### src/rtl/mem_sched_pkg.sv
`default_nettype none
// ============================================================================
// mem_sched_pkg
// Shared address-map defaults, bus op encodings, scheduler state encodings
// and the address decoder used by the memory scheduler and its UART sequencer.
// Revision: 1.0
// ============================================================================
package mem_sched_pkg;

    localparam logic [17:0] RAM2_TOP_DEF  = 18'h07FFF;
    localparam logic [17:0] UART_DATA_DEF = 18'h0BF00;
    localparam logic [17:0] UART_STAT_DEF = 18'h0BF01;

    localparam logic OP_RD = 1'b0;
    localparam logic OP_WR = 1'b1;

    typedef enum logic [3:0] {
        IDLE   = 4'd0,
        S_RD   = 4'd1,
        S_WR1  = 4'd2,
        S_WR2  = 4'd3,
        U_RDW  = 4'd4,
        U_RD   = 4'd5,
        U_WR1  = 4'd6,
        U_WR2  = 4'd7,
        U_WAIT = 4'd8
    } state_t;

    typedef enum logic [1:0] {
        T_SRAM2 = 2'd0,
        T_SRAM1 = 2'd1,
        T_UART  = 2'd2,
        T_STAT  = 2'd3
    } target_t;

    // SRAM2 owns the low range; the two UART registers are exact matches;
    // everything else falls through to SRAM1.
    function automatic target_t decode_target(
        input logic [17:0] addr,
        input logic [17:0] ram2_top,
        input logic [17:0] uart_data,
        input logic [17:0] uart_stat
    );
        if (addr <= ram2_top)       return T_SRAM2;
        else if (addr == uart_data) return T_UART;
        else if (addr == uart_stat) return T_STAT;
        else                        return T_SRAM1;
    endfunction

endpackage
`default_nettype wire

### src/rtl/mem_sched_uart_seq.sv
`default_nettype none
// ============================================================================
// uart_seq
// UART strobe sequencer: read waits for data_ready then pulses rdn; write
// pulses wrn then waits for the transmitter to drain. Returns a one-cycle
// done pulse and, for reads, the captured byte.
// Revision: 1.0
// ============================================================================
module uart_seq
    import mem_sched_pkg::*;
(
    input  logic       clk,
    input  logic       rst,
    input  logic       start_rd,
    input  logic       start_wr,
    input  logic [7:0] bus_byte,
    input  logic       data_ready,
    input  logic       tx_idle,
    output logic       rdn,
    output logic       wrn,
    output logic       drive,
    output logic       busy,
    output logic       done,
    output logic [7:0] rx_byte
);

    state_t state_q;
    state_t state_d;

    // State register, cleared asynchronously.
    always_ff @(posedge clk or negedge rst) begin
        if (!rst) state_q <= IDLE;
        else      state_q <= state_d;
    end

    // Next-state: handshake progression for read and write.
    always_comb begin
        state_d = state_q;
        case (state_q)
            IDLE:    if (start_rd)      state_d = U_RDW;
                     else if (start_wr) state_d = U_WR1;
            U_RDW:   if (data_ready)    state_d = U_RD;
            U_RD:                       state_d = IDLE;
            U_WR1:                      state_d = U_WR2;
            U_WR2:                      state_d = U_WAIT;
            U_WAIT:  if (tx_idle)       state_d = IDLE;
            default:                    state_d = IDLE;
        endcase
    end

    // Outputs: strobes are low only in their single strobe state.
    always_comb begin
        rdn   = (state_q != U_RD);
        wrn   = (state_q != U_WR1);
        drive = (state_q == U_WR1) || (state_q == U_WR2);
        busy  = (state_q != IDLE);
    end

    // Completion pulse and read byte capture at the end of the handshake.
    always_ff @(posedge clk or negedge rst) begin
        if (!rst) begin
            done    <= 1'b0;
            rx_byte <= 8'h00;
        end else begin
            done <= (state_q == U_RD) || ((state_q == U_WAIT) && tx_idle);
            if (state_q == U_RD) rx_byte <= bus_byte;
        end
    end

endmodule
`default_nettype wire

### src/rtl/mem_sched.sv
`default_nettype none
// ============================================================================
// mem_sched
// Single-transaction scheduler arbitrating a fetch port and a data port onto
// two asynchronous SRAMs and a UART (sharing the SRAM1 data bus).
// Revision: 1.0
// ============================================================================
module mem_sched
    import mem_sched_pkg::*;
#(
    parameter logic [17:0] RAM2_TOP  = RAM2_TOP_DEF,
    parameter logic [17:0] UART_DATA = UART_DATA_DEF,
    parameter logic [17:0] UART_STAT = UART_STAT_DEF
) (
    input  logic        clk_50MHz,
    input  logic        rst,
    input  logic        if_req,
    input  logic [15:0] if_pc,
    output logic [15:0] if_inst,
    output logic        if_valid,
    input  logic        mem_req,
    input  logic        mem_op,
    input  logic [17:0] mem_addr,
    input  logic [15:0] mem_wdata,
    output logic [15:0] mem_rdata,
    output logic        mem_done,
    output logic        stall,
    output logic [17:0] s2_addr,
    output logic [15:0] s2_wdata,
    input  logic [15:0] s2_rdata,
    output logic        s2_drive,
    output logic        s2_ce_n,
    output logic        s2_oe_n,
    output logic        s2_we_n,
    output logic [17:0] r1_addr,
    output logic [15:0] r1_wdata,
    input  logic [15:0] r1_rdata,
    output logic        r1_drive,
    output logic        r1_ce_n,
    output logic        r1_oe_n,
    output logic        r1_we_n,
    output logic        rdn,
    output logic        wrn,
    input  logic        data_ready,
    input  logic        tbre,
    input  logic        tsre
);

    state_t      state_q, state_d;
    target_t     tgt_q, mem_tgt;
    logic [17:0] addr_q;
    logic [15:0] wdata_q, rdata_q;
    logic        op_q, fetch_q, last_mem_q, valid_q, done_q;
    logic        mem_pend, if_pend, can_grant, grant_if, grant_mem;
    logic        u_start_rd, u_start_wr, u_rdn, u_wrn, u_drive, u_busy, u_done;
    logic [7:0]  u_byte;
    logic        sel_s2, sel_s1, in_rd, in_wr1, in_wr;

    assign mem_tgt = decode_target(mem_addr, RAM2_TOP, UART_DATA, UART_STAT);

    // Arbitration: a port whose ack is showing this cycle is not re-granted.
    always_comb begin
        mem_pend  = mem_req && !mem_done;
        if_pend   = if_req && !valid_q;
        can_grant = (state_q == IDLE) && !u_busy;
        grant_if  = can_grant && if_pend && (!mem_pend || last_mem_q);
        grant_mem = can_grant && mem_pend && !grant_if;
        u_start_rd = grant_mem && (mem_tgt == T_UART) && (mem_op == OP_RD);
        u_start_wr = grant_mem && (mem_tgt == T_UART) && (mem_op == OP_WR);
    end

    // State register, cleared asynchronously.
    always_ff @(posedge clk_50MHz or negedge rst) begin
        if (!rst) state_q <= IDLE;
        else      state_q <= state_d;
    end

    // Next-state for SRAM cycles; UART and status grants leave this FSM idle.
    always_comb begin
        state_d = state_q;
        case (state_q)
            IDLE: begin
                if (grant_if)
                    state_d = S_RD;
                else if (grant_mem && (mem_tgt == T_SRAM2 || mem_tgt == T_SRAM1))
                    state_d = (mem_op == OP_WR) ? S_WR1 : S_RD;
            end
            S_RD:    state_d = IDLE;
            S_WR1:   state_d = S_WR2;
            S_WR2:   state_d = IDLE;
            default: state_d = IDLE;
        endcase
    end

    // Outputs: SRAM strobes decoded from state and latched target.
    always_comb begin
        in_rd    = (state_q == S_RD);
        in_wr1   = (state_q == S_WR1);
        in_wr    = in_wr1 || (state_q == S_WR2);
        sel_s2   = (in_rd || in_wr) && (tgt_q == T_SRAM2);
        sel_s1   = (in_rd || in_wr) && (tgt_q == T_SRAM1);
        s2_ce_n  = !sel_s2;
        s2_oe_n  = !(sel_s2 && in_rd);
        s2_we_n  = !(sel_s2 && in_wr1);
        s2_drive = sel_s2 && in_wr;
        s2_addr  = sel_s2 ? addr_q : 18'h0;
        s2_wdata = s2_drive ? wdata_q : 16'h0;
        r1_ce_n  = !sel_s1;
        r1_oe_n  = !(sel_s1 && in_rd);
        r1_we_n  = !(sel_s1 && in_wr1);
        r1_drive = (sel_s1 && in_wr) || u_drive;
        r1_addr  = sel_s1 ? addr_q : 18'h0;
        r1_wdata = r1_drive ? wdata_q : 16'h0;
        rdn      = u_rdn;
        wrn      = u_wrn;
    end

    // Grant latching, read capture and one-cycle acknowledge pulses.
    always_ff @(posedge clk_50MHz or negedge rst) begin
        if (!rst) begin
            tgt_q      <= T_SRAM2;
            addr_q     <= 18'h0;
            wdata_q    <= 16'h0;
            rdata_q    <= 16'h0;
            op_q       <= OP_RD;
            fetch_q    <= 1'b0;
            last_mem_q <= 1'b1;
            valid_q    <= 1'b0;
            done_q     <= 1'b0;
        end else begin
            valid_q <= 1'b0;
            done_q  <= 1'b0;
            if (grant_if) begin
                addr_q     <= {2'b00, if_pc};
                tgt_q      <= T_SRAM2;
                op_q       <= OP_RD;
                fetch_q    <= 1'b1;
                last_mem_q <= 1'b0;
            end else if (grant_mem) begin
                addr_q     <= mem_addr;
                wdata_q    <= mem_wdata;
                tgt_q      <= mem_tgt;
                op_q       <= mem_op;
                fetch_q    <= 1'b0;
                last_mem_q <= 1'b1;
                // Status register answers immediately; writes to it are dropped.
                if (mem_tgt == T_STAT) begin
                    done_q <= 1'b1;
                    if (mem_op == OP_RD) rdata_q <= {14'b0, data_ready, tbre & tsre};
                end
            end
            if (state_q == S_RD) begin
                rdata_q <= (tgt_q == T_SRAM1) ? r1_rdata : s2_rdata;
                if (fetch_q) valid_q <= 1'b1;
                else         done_q  <= 1'b1;
            end
            if (state_q == S_WR2) done_q <= 1'b1;
            if (u_done && op_q == OP_RD) rdata_q <= {8'h00, u_byte};
        end
    end

    uart_seq u_uart_seq (
        .clk        (clk_50MHz),
        .rst        (rst),
        .start_rd   (u_start_rd),
        .start_wr   (u_start_wr),
        .bus_byte   (r1_rdata[7:0]),
        .data_ready (data_ready),
        .tx_idle    (tbre & tsre),
        .rdn        (u_rdn),
        .wrn        (u_wrn),
        .drive      (u_drive),
        .busy       (u_busy),
        .done       (u_done),
        .rx_byte    (u_byte)
    );

    assign if_inst   = rdata_q;
    assign if_valid  = valid_q;
    assign mem_done  = done_q || u_done;
    assign mem_rdata = (u_done && op_q == OP_RD) ? {8'h00, u_byte} : rdata_q;
    // Pause while the data port waits, or while a fetch sits behind data work.
    assign stall = (mem_req && !mem_done) ||
                   (if_req && !valid_q &&
                    (grant_mem || u_busy || (state_q != IDLE && !fetch_q)));

endmodule
`default_nettype wire

### config.mk
export PLATFORM = sky130hd
export DESIGN_NAME = mem_sched
export DESIGN_NICKNAME = d
export VERILOG_FILES = /design/src/rtl/mem_sched_pkg.sv /design/src/rtl/mem_sched_uart_seq.sv /design/src/rtl/mem_sched.sv
export SDC_FILE = /design/constraint.sdc
export NUM_CORES = 1
export LEC_CHECK = 0
export ABC_AREA = 1
export BUFFER_PORTS_ARGS = -buffer_cell sky130_fd_sc_hd__buf_2
export CORE_AREA = 2 2 98 100
export CTS_CLUSTER_DIAMETER = 30
export DETAILED_ROUTE_END_ITERATION = 8
export DIE_AREA = 0 0 100 102
export PLACE_DENSITY = 0.76
export SLEW_MARGIN = 25
export SYNTH_ARGS = -nofsm -noshare
export SYNTH_HDL_FRONTEND = slang
export SYNTH_SLANG_ARGS = --single-unit
### constraint.sdc
create_clock -name clk_50MHz -period 1.93 [get_ports clk_50MHz]
set_input_delay 0.386 -clock clk_50MHz [delete_from_list [all_inputs] [get_ports clk_50MHz]]
set_output_delay 0.386 -clock clk_50MHz [all_outputs]
set_load 0.01 [all_outputs]
==> summary.md, run 1 <==
| Metric | Value |
|---|---|
| Run status | `finished, violations left` |
| Failing checks | `setup timing` |
| Net switching power | `3910 uW` |
| First-pass GRT wire length | `approximately 20,000 microns` |
| DRC violations left | `0` |
| Area grow syn2layout | `43.5%` |
| Hold WS | `35.4 ps` |
| # nets final | `896` |
| Worst Path Max Fanout | `8` |
| Sequential area share after synthesis | `0.442` |
| Core Footprint | `around 0.0091 sq mm` |
| Layout cell share with drive strength beyond 1 | `0.395` |
| Crit path DAT | `around 1600 ps` |
| R2R Setup Slk | `110 ps` |
| Share of the synthesized area in the top cell type | `0.435` |
| Wire length on met2 | `6470 microns` |
| PortBufs | `a little over 200` |
| R2R depth | `9` |
| Vias | `4,577` |
| Syn nets | `661` |
| Starting density of the core | `0.448` |
| Antenna Nets Post-Route | `0` |
| Peak Freq | `roughly 0.50 GHz` |
| CP peak stage delay | `450 ps` |
| Top Layer Used | `met4` |
| Max_slew headroom | `0.610` |
| Hold Fails Final Rpt | `0` |
| Diode count | `0` |
| Final setup fails | `19` |
| Clock Power Share | `0.154` |
| Syn Area/Cell | `between 7 and 8 sq um` |
| Clk slew on worst S/H paths | `70 ps` |
| Top post-synthesis cells by area | `dfrtp_1 (44%), nor2_1 (12%), nand2_1 (11%)` |
| Combinational power share | `0.557` |
| Cts bufs inserted | `9` |
| Slew of the pin with the lowest slew margin | `585 ps` |
| PwrDens | `1520 mW/mm^2` |
| Remaining Overflow, GRT | `0` |
| Die area | `about 0.010 sq mm` |
| Setup CP Type | `reg -> out` |
| Final Wtd Congestion | `0.893` |
| Critical Path Sink Type | `output pin` |
| Final slew viol count | `0` |
| Top Ports | `around 200` |
| Maximum vdd drop | `about 0.86 mV` |
| RR Startpoint | `u_uart_seq.state_q[1]` |
| Post-Synthesis Cells | `571` |
| Sequential Power Share | `0.289` |
| Clk_skew | `between 10 and 15 ps` |
| GRT Total Usage | `0.243` |
| Yosys reg bits | `72` |
| Crit path required time | `1540 ps` |
| Pint | `4970 uW` |
| WL/cell | `13.7 microns` |
| Vias in the first global route | `approximately 4,200` |
| Critical path, cell by cell | `nor2_4 -> nand2_4 -> nor2_4 -> clkinvlp_4 -> nor2_1 -> buf_2` |
| Non-filler instance count after layout | `about 920` |
| Die X | `~100 microns` |
| Final WS setup | `-69.2 ps` |
| Via density | `4.96` |
| RSZ-0062 raised after global routing | `true` |
| Pre-antenna DRT Iters | `5` |
| Clk_lat worst skew | `350 ps` |
| Die height | `102 microns` |
| Worst hold path class | `in -> async` |
| Top delay family on crit path | `simple AND/OR/NAND/NOR gates` |
| DRT iter0 DRCs | `~210` |
| Finished Core Util | `0.643` |
| Sw frac | `0.440` |
| Maximum level of the CTS H-tree | `3` |
| DR WL met3 | `538 microns` |
| CP dominant cell by count | `nor2_4` |
| Synth cell types | `28` |
| WL final | `12,600 microns` |
| # placed instances | `881` |
| Crit-path slowest cell | `dfrtp_2` |
| CTS tree | `yes` |
| Synth warn | `0` |
| Largest net degree at the start of global routing | `47` |
| Crit start category | `flop` |
| Cell Rows | `35` |
| Clock Path Buffers | `2` |
| CTS sink count | `72` |
| Synth area leader | `dfrtp_1` |
| Post-Syn Area | `0.00408 sq mm` |
| CTS Root Cell | `clkbuf_8` |
| Metal-1 WL | `between 5000 and 6000 microns` |
| Crit Reg-Reg Endpoint | `u_uart_seq.state_q[2]` |
| Period utilisation layout | `1.04` |
| Final min period | `2000 ps` |
| Initial antenna violation count | `0` |
| Pleak | `0.00332 uW` |
| # Max-Cap Violations | `0` |
| WP buf/inv | `2` |
| DP Wirelength | `9330 microns` |
metrics by stage:
stage	total power, uW	area (sq um)	setup slack, ps	TNS (ps)
after floorplan	5300	4080	152	0
after global placement	6780	5280	128	0
after detailed placement	6940	5280	86.6	0
after CTS	8610	5690	-77.6	-700
after global routing	9590	5850	-146	-3480
final	8880	5850	-69.2	-966
state kept, by name, summed over array words and instances (netlist names):
signal / cells
addr_q: 18
wdata_q: 16
u_uart_seq.done: 1
state_q: 2
u_uart_seq.rx_byte: 8
u_uart_seq.state_q: 4
done_q: 1
if_valid: 1
tgt_q: 2
if_inst: 16
op_q: 1
fetch_q: 1
last_mem_q: 1
worst register-to-register path: stages (launching register included):
cell     delay, ps
dfrtp_2        430
nor2_4         190
nand3_4        110
nor2_4         130
nand2_4         70
buf_4          150
buf_4          170
o21ai_0        200
nand2_1        110
o21ai_0        180
final cells by class:
| cell class | count | area [sq um] |
|---|---|---|
| clock buffers | 11 | 151 |
| clock inverters | 5 | 78.8 |
| fillers | 834 | 3250 |
| inverters | 93 | 354 |
| multi-input cells | 384 | 1920 |
| flip-flops and latches | 72 | 1810 |
| well taps | 111 | 139 |
| repair buffers | 245 | 1400 |
| repair inverters | 1 | 7.51 |
power groups by stage:
| stage | Sequential [uW] | Clock (uW) | Combinational (uW) |
|---|---|---|---|
| floorplan | 2590 | 0 | 2720 |
| global placement | 2550 | 0 | 4230 |
| detailed placement | 2580 | 0 | 4360 |
| CTS | 2550 | 1390 | 4670 |
| global route | 2640 | 1460 | 5500 |
| finish | 2570 | 1370 | 4950 |
cell families (layout without fill, tap and decap cells):
family          count (synthesis)  after routing  synth area share
simple gates                  299            299             0.323
buf+inv                       115            355             0.115
compound gates                 85             85             0.121
flops                          72             72             0.442
what timing repair did:
| action | 4_1_cts | 5_1_grt |
|---|---|---|
| pin swaps | 8 | 13 |
| resized for setup | 25 | 36 |
| cloned | 1 | 1 |
| hold buffers | 0 | 0 |
| endpoints found under the setup margin | 70 | 81 |
| setup buffers | 16 | 9 |
| hold endpoints to repair | 0 | 0 |
how the worst max path moves through the flow:
stage               startpoint            to  slack [ps]  cells past startpoint
floorplan           state_q[1]  s2_wdata[10]         150                      7
global placement        if_req         stall         130                      9
detailed placement  state_q[1]  s2_wdata[14]          90                      7
CTS                 state_q[0]         stall         -80                      8
global route          tgt_q[1]   s2_wdata[3]        -150                      6
finish                tgt_q[1]   s2_wdata[3]         -70                      6
routing by layer:
layer | vias up | global-route usage
li1 | 2248 | -
met2 | 143 | 0.429
met4 | 0 | 0.0938
met3 | 24 | 0.0287
met1 | 2162 | 0.308
met5 | - | 0
synth_stat cells, drive strengths merged:
cell and instances:
o221ai 6, nand3b 2, clkinv 1, nand4 5
nand3 37, clkbuf 13, a211o 1, dfrtp 71
a21oi 10, o21ai 49, o22ai 7, buf 9
and3 1, nand2 117, inv 92, nor2 137
dfstp 1, o211ai 12
cell usage in the layout (no fill, tap or decap):
cell          n
buf_2       199
nor2_1      119
nand2_1     107
inv_1        83
dfrtp_1      67
o21ai_0      45
buf_4        37
nand3_1      24
o211ai_1     12
nor2_4       11
nand3_2      11
clkbuf_8     11
a21oi_1      10
inv_2         7
nor2_2        7
o22ai_1       7
nand2_2       6
o221ai_1      6
nand4_1       5
buf_6         5
nand2_4       4
dfrtp_2       4
o21ai_1       2
inv_4         2
o21ai_2       2
nand3_4       2
nand3b_1      2
clkinv_2      2
bufinv_16     2
buf_12        2
buf_8         2
and3_1        1
clkinv_1      1
a211o_2       1
clkinv_4      1
clkinvlp_4    1
dfstp_2       1
(Power assumes the default switching activity.)
==> inputs of run 2 (changes only) <==
- CORE_AREA: 2 2 98 100 -> 2 2 111 113
- DIE_AREA: 0 0 100 102 -> 0 0 113 115
- PLACE_DENSITY: 0.76 -> 0.61
==> run 2 against run 1 <==
Compared with the run above: register-to-register slack lost 70 ps; flip-flop and latch count unchanged; clock power grew 24%; non-clock buffer count shrank 10; largest power group unchanged; hold slack got worse by 49 ps; cell count is 2.9% higher; maximum frequency down 1.2%; power grew 1.3%; the run ends with DRC, hold timing, setup timing left; combinational power fell by 4.2%; die area rose by 27%; clock skew shrank 4.3 ps; core utilization fell by 15 points.
==> summary.md, run 2 (synthesized netlist as in run 1, its figures left out) <==
| Metric | Value |
|---|---|
| Run status | `finished, violations left` |
| Failing checks | `DRC, hold timing, setup timing` |
| Pint | `a little over 5000 uW` |
| Initial antenna violation count | `0` |
| Maximum vdd drop | `0.553 mV` |
| RSZ-0062 raised after global routing | `true` |
| Area grow syn2layout | `43.6%` |
| Diode count | `0` |
| Die area | `about 0.013 sq mm` |
| Clk slew on worst S/H paths | `60 ps` |
| Hold WS | `-13.7 ps` |
| Crit path DAT | `1640 ps` |
| DRC violations left | `11` |
| Pre-antenna DRT Iters | `7` |
| Critical Path Sink Type | `output pin` |
| Clock Path Buffers | `2` |
| WL final | `roughly 13,000 microns` |
| Finished Core Util | `0.496` |
| Final min period | `2020 ps` |
| # placed instances | `914` |
| Max_slew headroom | `0.502` |
| Clk_lat worst skew | `340 ps` |
| Via density | `4.70` |
| Most frequent cells in the layout | `buf_2 (201), nor2_1 (121), nand2_1 (110)` |
| Setup CP Type | `reg -> out` |
| Vias in the first global route | `just over 4,000` |
| Crit path required time | `approximately 1500 ps` |
| Setup TNS | `-626 ps` |
| Vias | `4,460` |
| Core Footprint | `0.0118 sq mm` |
| Remaining Overflow, GRT | `0` |
| Pleak | `0.00327 uW` |
| # Max-Cap Violations | `0` |
| Net switching power | `3920 uW` |
| Most flops, register | `addr_q` |
| Final setup fails | `33` |
| CTS sink count | `72` |
| First-pass GRT wire length | `between 20,000 and 25,000 microns` |
| Most common cell after layout, fill and taps aside | `buf_2` |
| Hold Fails Final Rpt | `10` |
| Worst Path Max Fanout | `2` |
| PwrDens | `1540 mW/mm^2` |
| Antenna Nets Post-Route | `0` |
| Non-filler instance count after layout | `949` |
| Die X | `between 100 and 150 microns` |
| R2R depth | `9` |
| Final slew viol count | `0` |
| DP Wirelength | `9520 microns` |
| Die height | `115 microns` |
| Final WS setup | `-93.7 ps` |
| Period utilisation layout | `1.05` |
| Clk_skew | `between 8 and 9 ps` |
| Largest net degree at the start of global routing | `47` |
| DRT iter0 DRCs | `256` |
| Sw frac | `0.435` |
| Slew of the pin with the lowest slew margin | `746 ps` |
| Total power | `9000 uW` |
| WL/cell | `roughly 14 microns` |
| # nets final | `a little under 900` |
| CTS Root Cell | `clkbuf_16` |
| Peak Freq | `0.494 GHz` |
| Clock Power Share | `0.189` |
| Crit start category | `flop` |
| GRT Total Usage | `0.191` |
| Cts bufs inserted | `9` |
| Maximum level of the CTS H-tree | `3` |
| CTS tree | `yes` |
| Worst hold path class | `in -> async` |
| Starting density of the core | `0.345` |
| Max reg flops | `18` |
| Final Wtd Congestion | `around 0.83` |
| Top Ports | `203` |
| Cell Rows | `40` |
| Combinational power share | `0.527` |
| Sequential Power Share | `0.284` |
| PortBufs | `202` |
| Layout cell share with drive strength beyond 1 | `0.378` |
==> run 2: changes by cell type in the layout (fill, tap and decap cells not counted), sizes merged <==
cell,before,now
clkinvlp,1,5
clkinv,4,2
nand3,37,38
inv,92,93
buf,245,235
clkbuf,11,9
bufinv,2,1
==> run 2: worst max-delay path, stage by stage (launching register included) <==
cell and delay, ps:
dfrtp_1 410, buf_6 130, nor2_4 140, nand3_4 100, nor2_4 120, nand2_4 60, inv_2 60, o21ai_2 50
nand2_1 100, buf_2 140
==> run 2: what timing repair did <==
item | CTS | global route
setup buffers | 10 | 7
gates resized for setup | 18 | 19
setup endpoints to repair | 54 | 75
gates cloned | 1 | 1
hold buffers | 0 | 0
endpoints found under the hold margin | 0 | 0
pin swaps | 5 | 15
==> run 2: layer usage <==
layer	global-route usage	up-vias	routed length, microns	part of all wire
met5	0	-	0	0
met4	0.0756	0	174	0.013
met3	0.0264	15	635	0.048
met2	0.332	126	6630	0.51
met1	0.243	2081	5670	0.43
li1	-	2238	-	-
==> run 2: through the flow <==
step / worst slack (ps) / area, sq um / hold WS [ps]
after floorplan: 152 / 4080 / 90.4
after global placement: 65.1 / 5320 / 362
after detailed placement: 28.4 / 5320 / 369
after CTS: -81.1 / 5750 / 12.5
after global routing: -158 / 5860 / 26.7
final: -93.7 / 5860 / -13.7
==> run 2: cell type report <==
class	count	area (sq um)
fillers	1189	5950
repair buffers	235	1320
repair inverters	1	7.51
clock buffers	9	225
inverters	93	355
well taps	147	184
flip-flops and latches	72	1810
clock inverters	7	78.8
multi-input cells	385	1880
==> run 2: worst paths after layout <==
check	start	end	slack [ps]
max in group asynchronous	rst	last_mem_q	1320
max reg2reg	u_uart_seq.done	if_inst[1]	40
min	rst	addr_q[12]	-10
min reg2reg	last_mem_q	last_mem_q	490
min in group clk_50MHz	mem_wdata[13]	wdata_q[13]	250
max	u_uart_seq.state_q[2]	stall	-90
==> run 2: power by group through the flow <==
stage               sequential, uW  combinational [uW]  clock, uW
floorplan                     2590                2720          0
global placement              2560                4290          0
detailed placement            2590                4370          0
CTS                           2560                4610       1740
global route                  2630                5310       1800
finish                        2560                4740       1700
==> inputs of run 3 (changes only) <==
- CORE_AREA: 2 2 111 113 -> 2 2 124 102
- DIE_AREA: 0 0 113 115 -> 0 0 126 104
==> run 3 against run 2 <==
Compared with the run above: final area up 1.8%; largest cell class unchanged; maximum frequency rose by 4.1%; power is 0.29% higher; sequential share of layout area is 0.54 points lower; cell count is 1.5% higher; global-route usage down 0.18 points; clock power decreased by 14%; via count down 0.34%; the run ends with setup timing left; die area increased by 0.84%.
==> summary.md, run 3 (synthesized netlist as in run 1, its figures left out) <==
| Metric | Value |
|---|---|
| Remaining Overflow, GRT | `0` |
| Max reg flops | `18` |
| DRC violations left | `0` |
| DP Wirelength | `between 9000 and 10,000 microns` |
| Most frequent cells in the layout | `buf_2 (199), nor2_1 (116), nand2_1 (105)` |
| Die area | `0.0131 sq mm` |
| PortBufs | `around 200` |
| Crit path required time | `1540 ps` |
| Setup TNS | `-114 ps` |
| Final min period | `1940 ps` |
| CTS Root Cell | `clkbuf_16` |
| Cell Rows | `36` |
| WL final | `12,700 microns` |
| Clk_lat worst skew | `approximately 330 ps` |
| Slew of the pin with the lowest slew margin | `557 ps` |
| Most used routing layer | `met2` |
| WP buf/inv | `2` |
| Clk slew on worst S/H paths | `50 ps` |
| Crit path DAT | `1560 ps` |
| Combinational power share | `0.554` |
| Top delay family on crit path | `simple AND/OR/NAND/NOR gates` |
| Met3 usage | `0.0442` |
| Final Wtd Congestion | `just over 0.8` |
| Pleak | `between 0.003 and 0.004 uW` |
| Crit-path slowest cell | `dfrtp_1` |
| Post-DP Area | `0.00532 sq mm` |
| Layout cell share with drive strength beyond 1 | `0.397` |
| Maximum vdd drop | `approximately 0.62 mV` |
| R2R Setup Slk | `130 ps` |
| Critical Path Sink Type | `output pin` |
| # nets final | `roughly 900` |
| Die X | `126 microns` |
| DRT iter0 DRCs | `206` |
| Initial antenna violation count | `0` |
| Worst hold path class | `in -> async` |
| Most flops, register | `addr_q` |
| Vias | `4,445` |
| GR met1 Demand/Resource | `0.254` |
| Period utilisation layout | `1.01` |
| Maximum level of the CTS H-tree | `3` |
| Number of fill cells | `1,209` |
| Clock Power Share | `0.163` |
| # Max-Cap Violations | `0` |
| Diode count | `0` |
| Die height | `~100 microns` |
| First-pass GRT wire length | `roughly 20,000 microns` |
| RSZ-0062 raised after global routing | `true` |
| Cts bufs inserted | `9` |
| Final setup fails | `13` |
| Final WS setup | `-13.9 ps` |
| Failing checks | `setup timing` |
| # placed instances | `920` |
| Clock Path Buffers | `2` |
| Vias in the first global route | `4,116` |
| Via density | `4.62` |
| Hold Fails Final Rpt | `0` |
| Starting density of the core | `0.343` |
| Run status | `finished, violations left` |
| Pre-antenna DRT Iters | `5` |
| Top Ports | `203` |
| Crit start category | `flop` |
| GRT Total Usage | `0.190` |
| PwrDens | `1510 mW/mm^2` |
| Clk_skew | `between 6 and 7 ps` |
| Finished Core Util | `0.502` |
| Antenna Nets Post-Route | `0` |
| Net switching power | `3920 uW` |
| Setup CP Type | `reg -> out` |
| Critical path, cell by cell | `nor2_2 -> nand2_2 -> nor2_4 -> nand2_4 -> inv_4 -> o21ai_2 -> nand2_1 -> buf_6` |
| CTS tree | `yes` |
| Final slew viol count | `0` |
| CP peak stage delay | `420 ps` |
| Peak Freq | `~0.5 GHz` |
| Max_slew headroom | `0.629` |
| Core Footprint | `0.0119 sq mm` |
| Sw frac | `0.434` |
| Global routing usage on met2 | `0.309` |
| CTS sink count | `72` |
| Area grow syn2layout | `46.2%` |
| WL/cell | `13.2 microns` |
| Pint | `5110 uW` |
| Worst Path Max Fanout | `3` |
| Sequential Power Share | `0.283` |
| Most common cell after layout, fill and taps aside | `buf_2` |
| Fin area | `approximately 0.006 sq mm` |
| Largest net degree at the start of global routing | `47` |
| Total power | `9020 uW` |
| Non-filler instance count after layout | `963` |
[run 3: changes by cell type in the layout (fill, tap and decap cells not counted), moves of 3 or more]
cell and delta:
nand2_1 -5, nand2_2 +3, clkinvlp_4 -4, nor2_2 +5
buf_4 +10, nor2_1 -5, clkbuf_1 +4
[run 3: final cells by class]
cell class                 count  area [sq um]  share of cell area
clock buffer                  13           240              0.0403
clock inverter                 3          18.8             0.00315
inverter                      93           358              0.0600
multi-input combinational    384          1910               0.320
sequential                    72          1810               0.303
tap                          152           190              0.0319
timing repair buffer         246          1440               0.241
[run 3: worst paths after layout]
| check | cells past startpoint | end | start |
|---|---|---|---|
| max | 8 | stall | u_uart_seq.done |
| min | 1 | if_inst[14] | rst |
| max reg2reg | 10 | if_inst[4] | u_uart_seq.done |
| min reg2reg | 2 | last_mem_q | last_mem_q |
| max in group asynchronous | 2 | u_uart_seq.state_q[1] | rst |
| min in group clk_50MHz | 3 | wdata_q[7] | mem_wdata[7] |
[run 3: metrics by stage]
step,hold slack [ps],setup slack [ps]
floorplan,90.4,152
global placement,412,137
detailed placement,417,20.7
CTS,63.0,-5.14
global route,82.7,-101
finish,45.1,-13.9
[run 3: worst reg2reg max path, stage by stage (launching register included)]
cell and delay (ps):
dfrtp_1 420, nor2_2 190, nand2_2 100, nor2_4 150
nand2_4 70, buf_4 180, nor2_4 140, nand3_4 120
buf_4 180, nand3_1 60, nand2_1 60
[run 3: power by group through the flow]
stage | registers [uW] | clock network (uW) | logic (uW)
finish | 2550 | 1470 | 5000
global route | 2630 | 1580 | 5600
CTS | 2550 | 1520 | 4730
detailed placement | 2580 | 0 | 4320
global placement | 2560 | 0 | 4250
floorplan | 2590 | 0 | 2720
[run 3: timing repair]
item	4_1_cts	5_1_grt
gates resized for setup	29	26
endpoints found under the setup margin	84	100
cloned	0	1
setup buffers	16	10
hold buffers	0	0
hold endpoints to repair	0	0
pin swaps	8	13
[run 3: per-layer routing]
metal,part of all wire,wire length (microns),vias to the layer above
li1,-,-,2258
met1,0.46,5870,2037
met2,0.47,5990,140
met3,0.060,760,10
met4,0.0098,125,0
met5,0,0,-
